## src/rtl/systolic_skew_feeder_if.sv

```systemverilog
// Handshake and data bundle between a tile producer and the systolic skew feeder.
// The feeder takes the slave view; the producer (or bench) takes the master view.
interface systolic_skew_feeder_if #(
  parameter int SIZE       = 16,
  parameter int DATA_WIDTH = 8,
  parameter int K_WIDTH    = 16
);
  logic                             start;
  logic [K_WIDTH-1:0]               k_len;
  logic                             in_valid;
  logic                             in_ready;
  logic [SIZE-1:0][DATA_WIDTH-1:0]  a_data;
  logic [SIZE-1:0][DATA_WIDTH-1:0]  b_data;
  logic [SIZE-1:0][DATA_WIDTH-1:0]  west_inputs;
  logic [SIZE-1:0][DATA_WIDTH-1:0]  north_inputs;
  logic                             accum_reset;
  logic                             busy;
  logic                             done;

  modport master (
    output start, k_len, in_valid, a_data, b_data,
    input  in_ready, west_inputs, north_inputs, accum_reset, busy, done
  );

  modport slave (
    input  start, k_len, in_valid, a_data, b_data,
    output in_ready, west_inputs, north_inputs, accum_reset, busy, done
  );
endinterface

```

## src/rtl/systolic_skew_feeder.sv

```systemverilog
// Diagonal-skew feeder for a SIZE x SIZE systolic array: accepts one k-step per beat,
// delays lane i by i cycles, and sequences accumulator clear, feed, flush and done.
module systolic_skew_feeder #(
  parameter int SIZE       = 16,
  parameter int DATA_WIDTH = 8,
  parameter int K_WIDTH    = 16
) (
  input  logic                   clk,
  input  logic                   rst,
  systolic_skew_feeder_if.slave  bus
);
  typedef enum logic [2:0] {IDLE, CLEAR, FEED, FLUSH, DONE} state_t;

  localparam int FW = $clog2(2 * SIZE);
  // Last beat must travel SIZE-1 lanes of skew plus SIZE-1 PE hops, hence 2*SIZE-1 flush cycles.
  localparam logic [FW-1:0] FLUSH_LAST = FW'(2 * SIZE - 2);

  state_t             state_reg;
  logic [K_WIDTH-1:0] k_len_reg;
  logic [K_WIDTH-1:0] beat_cnt_reg;
  logic [FW-1:0]      flush_cnt_reg;
  logic               in_ready_reg;
  logic               busy_reg;
  logic               done_reg;
  logic               accum_reset_reg;

  logic fire;
  logic last_beat;

  assign fire      = in_ready_reg && bus.in_valid;
  assign last_beat = (beat_cnt_reg == k_len_reg - K_WIDTH'(1));

  always_ff @(posedge clk) begin
    if (rst) begin
      state_reg       <= IDLE;
      k_len_reg       <= '0;
      beat_cnt_reg    <= '0;
      flush_cnt_reg   <= '0;
      in_ready_reg    <= 1'b0;
      busy_reg        <= 1'b0;
      done_reg        <= 1'b0;
      accum_reset_reg <= 1'b0;
    end else begin
      accum_reset_reg <= 1'b0;
      done_reg        <= 1'b0;
      case (state_reg)
        IDLE: begin
          if (bus.start) begin
            k_len_reg       <= bus.k_len;
            state_reg       <= CLEAR;
            accum_reset_reg <= 1'b1;
            busy_reg        <= 1'b1;
          end
        end
        CLEAR: begin
          beat_cnt_reg <= '0;
          if (k_len_reg != '0) begin
            state_reg    <= FEED;
            in_ready_reg <= 1'b1;
          end else begin
            state_reg <= DONE;
            done_reg  <= 1'b1;
          end
        end
        FEED: begin
          if (fire) begin
            if (last_beat) begin
              state_reg     <= FLUSH;
              in_ready_reg  <= 1'b0;
              flush_cnt_reg <= '0;
              beat_cnt_reg  <= '0;
            end else begin
              beat_cnt_reg <= beat_cnt_reg + K_WIDTH'(1);
            end
          end
        end
        FLUSH: begin
          if (flush_cnt_reg == FLUSH_LAST) begin
            state_reg     <= DONE;
            done_reg      <= 1'b1;
            flush_cnt_reg <= '0;
          end else begin
            flush_cnt_reg <= flush_cnt_reg + FW'(1);
          end
        end
        DONE: begin
          state_reg <= IDLE;
          busy_reg  <= 1'b0;
        end
        default: begin
          state_reg    <= IDLE;
          in_ready_reg <= 1'b0;
          busy_reg     <= 1'b0;
        end
      endcase
    end
  end

  assign bus.in_ready    = in_ready_reg;
  assign bus.busy        = busy_reg;
  assign bus.done        = done_reg;
  assign bus.accum_reset = accum_reset_reg;

  // Lane gi is a gi+1 deep shift register; non-fire cycles push zeros so A and B bubbles stay aligned.
  for (genvar gi = 0; gi < SIZE; gi++) begin : g_lane
    logic [DATA_WIDTH-1:0] west_sr  [0:gi];
    logic [DATA_WIDTH-1:0] north_sr [0:gi];

    always_ff @(posedge clk) begin
      if (rst || state_reg == CLEAR) begin
        for (int j = 0; j <= gi; j++) begin
          west_sr[j]  <= '0;
          north_sr[j] <= '0;
        end
      end else begin
        west_sr[0]  <= fire ? bus.a_data[gi] : '0;
        north_sr[0] <= fire ? bus.b_data[gi] : '0;
        for (int j = 1; j <= gi; j++) begin
          west_sr[j]  <= west_sr[j-1];
          north_sr[j] <= north_sr[j-1];
        end
      end
    end

    assign bus.west_inputs[gi]  = west_sr[gi];
    assign bus.north_inputs[gi] = north_sr[gi];
  end
endmodule

```

## src/flat_wrapper.sv

```systemverilog
// flat-port wrapper written by rule: the top's interface ports become plain ports
module systolic_skew_feeder_flat 
#(
  parameter int SIZE       = 16,
  parameter int DATA_WIDTH = 8,
  parameter int K_WIDTH    = 16
)
  (clk, rst, bus_start, bus_k_len, bus_in_valid, bus_a_data, bus_b_data, bus_in_ready, bus_west_inputs, bus_north_inputs, bus_accum_reset, bus_busy, bus_done);
  systolic_skew_feeder_if #(.SIZE(SIZE), .DATA_WIDTH(DATA_WIDTH), .K_WIDTH(K_WIDTH)) bus_i ();
  input  logic clk;
  input  logic rst;
  input wire logic [$bits(bus_i.start)-1:0] bus_start;
  input wire logic [$bits(bus_i.k_len)-1:0] bus_k_len;
  input wire logic [$bits(bus_i.in_valid)-1:0] bus_in_valid;
  input wire logic [$bits(bus_i.a_data)-1:0] bus_a_data;
  input wire logic [$bits(bus_i.b_data)-1:0] bus_b_data;
  output wire logic [$bits(bus_i.in_ready)-1:0] bus_in_ready;
  output wire logic [$bits(bus_i.west_inputs)-1:0] bus_west_inputs;
  output wire logic [$bits(bus_i.north_inputs)-1:0] bus_north_inputs;
  output wire logic [$bits(bus_i.accum_reset)-1:0] bus_accum_reset;
  output wire logic [$bits(bus_i.busy)-1:0] bus_busy;
  output wire logic [$bits(bus_i.done)-1:0] bus_done;
  assign bus_i.start = bus_start;
  assign bus_i.k_len = bus_k_len;
  assign bus_i.in_valid = bus_in_valid;
  assign bus_i.a_data = bus_a_data;
  assign bus_i.b_data = bus_b_data;
  assign bus_in_ready = bus_i.in_ready;
  assign bus_west_inputs = bus_i.west_inputs;
  assign bus_north_inputs = bus_i.north_inputs;
  assign bus_accum_reset = bus_i.accum_reset;
  assign bus_busy = bus_i.busy;
  assign bus_done = bus_i.done;
  systolic_skew_feeder #(.SIZE(SIZE), .DATA_WIDTH(DATA_WIDTH), .K_WIDTH(K_WIDTH)) u_core (.clk(clk), .rst(rst), .bus(bus_i));
endmodule
```

## config.mk

```make
export PLATFORM = sky130hd
export DESIGN_NAME = systolic_skew_feeder_flat
export DESIGN_NICKNAME = d
export VERILOG_FILES = /design/src/rtl/systolic_skew_feeder_if.sv /design/src/rtl/systolic_skew_feeder.sv /design/src/flat_wrapper.sv
export SDC_FILE = /design/constraint.sdc
export NUM_CORES = 2
export LEC_CHECK = 0
export ABC_AREA = 1
export BUFFER_PORTS_ARGS = -buffer_cell sky130_fd_sc_hd__buf_2
export CORE_MARGIN = 5
export CORE_UTILIZATION = 40
export CTS_BUF_LIST = sky130_fd_sc_hd__clkbuf_8
export DETAILED_ROUTE_END_ITERATION = 8
export PLACE_DENSITY = 0.61
export SYNTH_ARGS = -nofsm -noshare
export SYNTH_HDL_FRONTEND = slang
export SYNTH_SLANG_ARGS = --single-unit
```

## constraint.sdc

```tcl
create_clock -name clk -period 1.93 [get_ports clk]
set_input_delay 0.0965 -clock clk [delete_from_list [all_inputs] [get_ports clk]]
set_output_delay 0.0965 -clock clk [all_outputs]
set_load 0.02 [all_outputs]
```

==> metrics.md <==
| Metric | Value |
|---|---|
| Hold path depth | `7` |
| Leak | `33.4 nW` |
| CTS HTree Levels | `5` |
| Initial antenna violation count | `12` |
| DIE AREA | `171000 sq um` |
| Wire length per cell | `10.9 microns` |
| DP HPWL | `68100 microns` |
| CTS tree | `done` |
| Final Net Count | `8787` |
| Area after DPL | `69600 sq um` |
| GP Congestion | `0.874` |
| Largest area contributor in the netlist | `dfxtp_1` |
| Final WL | `119000 microns` |
| Final setup fails | `22` |
| Critical path class | `flip-flop to flip-flop` |
| Rel. slew slack | `0.694` |
| Post-Syn Instances | `7375` |
| Leading cell types in the layout, fill and taps excluded | `inv_1 (2355), dfxtp_1 (2214), nor2_1 (2210)` |
| Starting Density | `0.402` |
| R2R setup slack | `-0.12 ns` |
| Aggregate global routing overflow | `0` |
| Final min period | `2.05 ns` |
| Min-delay src | `bus_in_valid` |
| Die span in x | `414 microns` |
| Post-synthesis sequential area ratio | `0.681` |
| Num rows | `148` |
| CTS Sinks | `2220` |
| Mapped Nets | `7655` |
| Final max-slew violation count | `0` |
| Register Area | `44500 sq um` |
| Setup crit start kind | `flip-flop` |
| All-layer global routing usage | `0.139` |
| Syn_area_per_cell | `8.85 sq um` |
| Root Buffer | `clkbuf_8` |
| Commonest non-fill, non-tap cell in the layout | `inv_1` |
| Data required time of the worst path | `2.75 ns` |
| DR vias/cell | `3.87` |
| CP cell instances | `nor2_2, nand2_2, nor2_4, nand2_1, a21oi_2, nand3_1, nor2_2, buf_4, nand4_1, nand3_1, a21oi_1` |
| Final period util | `1.06` |
| Layout fillers | `14500` |
| CTS Buf Count | `361` |
| YS warnings | `0` |
| Power share of the combinational group | `0.091` |
| Worst Hold End | `u_core.bus.in_ready` |
| Unrepaired setup endpoints after global routing | `yes` |
| Metal-1 WL | `48800 microns` |
| Initial DRC count | `1975` |
| P per Cell Area | `1140 nW/um^2` |
| Synth Register Bits | `2220` |
| Share of cells above drive strength 1 | `0.141` |
| Clock tree buffer depth | `4` |
| Mapped Area | `65200 sq um` |
| Slowest CP cell | `dfxtp_2` |
| Sw Share | `0.240` |
| Seq pwr share | `0.498` |
| Status | `complete, but fails checks` |
| FF-to-FF path depth | `11` |
| Finished layout cell area | `82300 sq um` |
| Buf/Inv on CP | `1` |
| Top post-synthesis cells by area | `dfxtp_1 (68%), inv_1 (13%), nor2_1 (13%)` |
| F_max | `489 MHz` |
| Setup_tns | `-1.49 ns` |
| Clk slew on worst S/H paths | `0.06 ns` |
| Drt pass-1 iters | `5` |
| Post-synth cell types | `32` |
| Slew @ Worst Pin | `0.460 ns` |
| Clock share of power | `0.411` |
| Largest registers | `u_core.g_lane.north_sr x1088, u_core.g_lane.west_sr x1088` |
| Reg-to-Reg End | `u_core.flush_cnt_reg[1]` |
| First-pass GRT wire length | `198000 microns` |
| Failing checks | `setup timing` |
| Final worst slack | `-0.116 ns` |
| Final Util | `0.507` |
| Pin count of the biggest net entering global routing | `86` |
| Max Cap Viol | `0` |
| Via count | `42400` |
| Crit end category | `flip-flop` |
| Area Overhead vs Synth | `26.2%` |
| Antenna Nets Post-Route | `0` |
| Net Switching | `0.0225 W` |
| Clock skew | `0.0701 ns` |
| CORE AREA | `162000 sq um` |
| Met2 wire length | `56500 microns` |
| Met3 wire length | `8450 microns` |
| Worst min path class | `input pin to flip-flop` |
| Vert. Die Dim | `414 microns` |
| Critical path's top delay family | `simple AND/OR/NAND/NOR gates` |
| Max FO, Critical Path | `7` |
| Vias in the first global route | `43000` |
| PortBufs | `535` |
| P_int | `0.0713 W` |
| Clk Latency, worst-skew pair | `1.02 ns` |
| Synth top area share | `0.681` |
| Critical R2R Launch | `u_core.k_len_reg[2]` |
| Top Ports | `536` |
| CP peak stage delay | `0.35 ns` |
| Multi-input gate area | `9820 sq um` |
| Max rail drop VDD | `0.000712 V` |
| Top routing layer used | `met5` |
| DRC | `0` |
| Dpl ws | `-0.218 ns` |
| Final hold violations | `0` |
| CP arrival | `2.87 ns` |
[worst register-to-register path, delay by kind of cell, from the launching register on]
kind / cells / cell delay, ns
AO/OA/AOI/OAI: 2 / 0.21
buffers and inverters: 1 / 0.13
AND/OR/NAND/NOR: 8 / 1.19
flip-flops: 1 / 0.35
[cell usage after synthesis (all sizes together)]
library cell and number:
dfxtp 2220, nor4 1, nor3 8, nor2 2236, nand3b 3, clkbuf 61
nand4 9, inv 2230, o22ai 1, a21oi 32, nor3b 1, xor2 11
or2 3, xnor2 5, buf 404, ha 4, nand2 86, nand3 34
o31ai 1, o21ai 24, a31o 1
[what timing repair did]
| item | in CTS | in global routing |
|---|---|---|
| pin swaps | 8 | 8 |
| gates resized for setup | 15 | 44 |
| setup endpoints to repair | 25 | 55 |
| hold endpoints to repair | 478 | 2 |
| setup buffers | 4 | 1 |
| hold buffers | 551 | 1 |
| cloned | 1 | 0 |
[per-layer routing]
layer	up-vias	GRT usage
met2	1011	0.239
met1	18800	0.150
met5	-	0
li1	22200	-
met4	2	0.0732
met3	405	0.0506
[power by group through the flow]
| stage | registers, W | logic [W] | clock network (W) |
|---|---|---|---|
| floorplan | 0.0477 | 0.00452 | 0 |
| global placement | 0.0477 | 0.00720 | 0 |
| detailed placement | 0.0477 | 0.00729 | 0 |
| CTS | 0.0467 | 0.00833 | 0.0401 |
| global route | 0.0468 | 0.00938 | 0.0423 |
| finish | 0.0467 | 0.00854 | 0.0386 |
[how the worst max path moves through the flow]
stage,from,endpoint,slack (ns),depth (start not counted)
after floorplan,u_core.k_len_reg[0],u_core.beat_cnt_reg[5],0.004,17
after global routing,u_core.k_len_reg[0],u_core.flush_cnt_reg[2],-0.20,12
final,u_core.k_len_reg[2],u_core.flush_cnt_reg[1],-0.12,11
after detailed placement,u_core.k_len_reg[1],u_core.state_reg[1],-0.22,16
after CTS,u_core.k_len_reg[0],u_core.beat_cnt_reg[6],-0.06,18
after global placement,u_core.k_len_reg[1],u_core.beat_cnt_reg[12],-0.20,17
[stage by stage]
step | power, W | hold WS [ns] | std cells
finish | 0.0938 | 0.201 | 10900
global route | 0.0984 | 0.210 | 10900
CTS | 0.0951 | 0.0346 | 10900
detailed placement | 0.0550 | 0.314 | 9764
global placement | 0.0549 | 0.308 | 9764
floorplan | 0.0522 | 0.209 | 7375
[logic make-up (layout without fill, tap and decap cells)]
group / after synthesis / after routing / synth area share
adders and majority gates: 4 / 4 / 0.000767
and+or+nand+nor: 2381 / 2381 / 0.140
xor gates and xnor gates: 16 / 16 / 0.00215
buffers and inverters: 2695 / 4077 / 0.171
other: 0 / 17 / 0
DFF: 2220 / 2220 / 0.681
AOI/OAI and AO/OA: 59 / 59 / 0.00464
[area by class of cell]
class,count,area share
clock buffer,439,0.0734
clock inverter,174,0.0114
sequential,2220,0.540
inverter,2230,0.102
timing repair buffer,1234,0.121
tap,2175,0.0331
multi-input combinational,2460,0.119
antenna,17,0.000517
(Power assumes the default switching activity.)
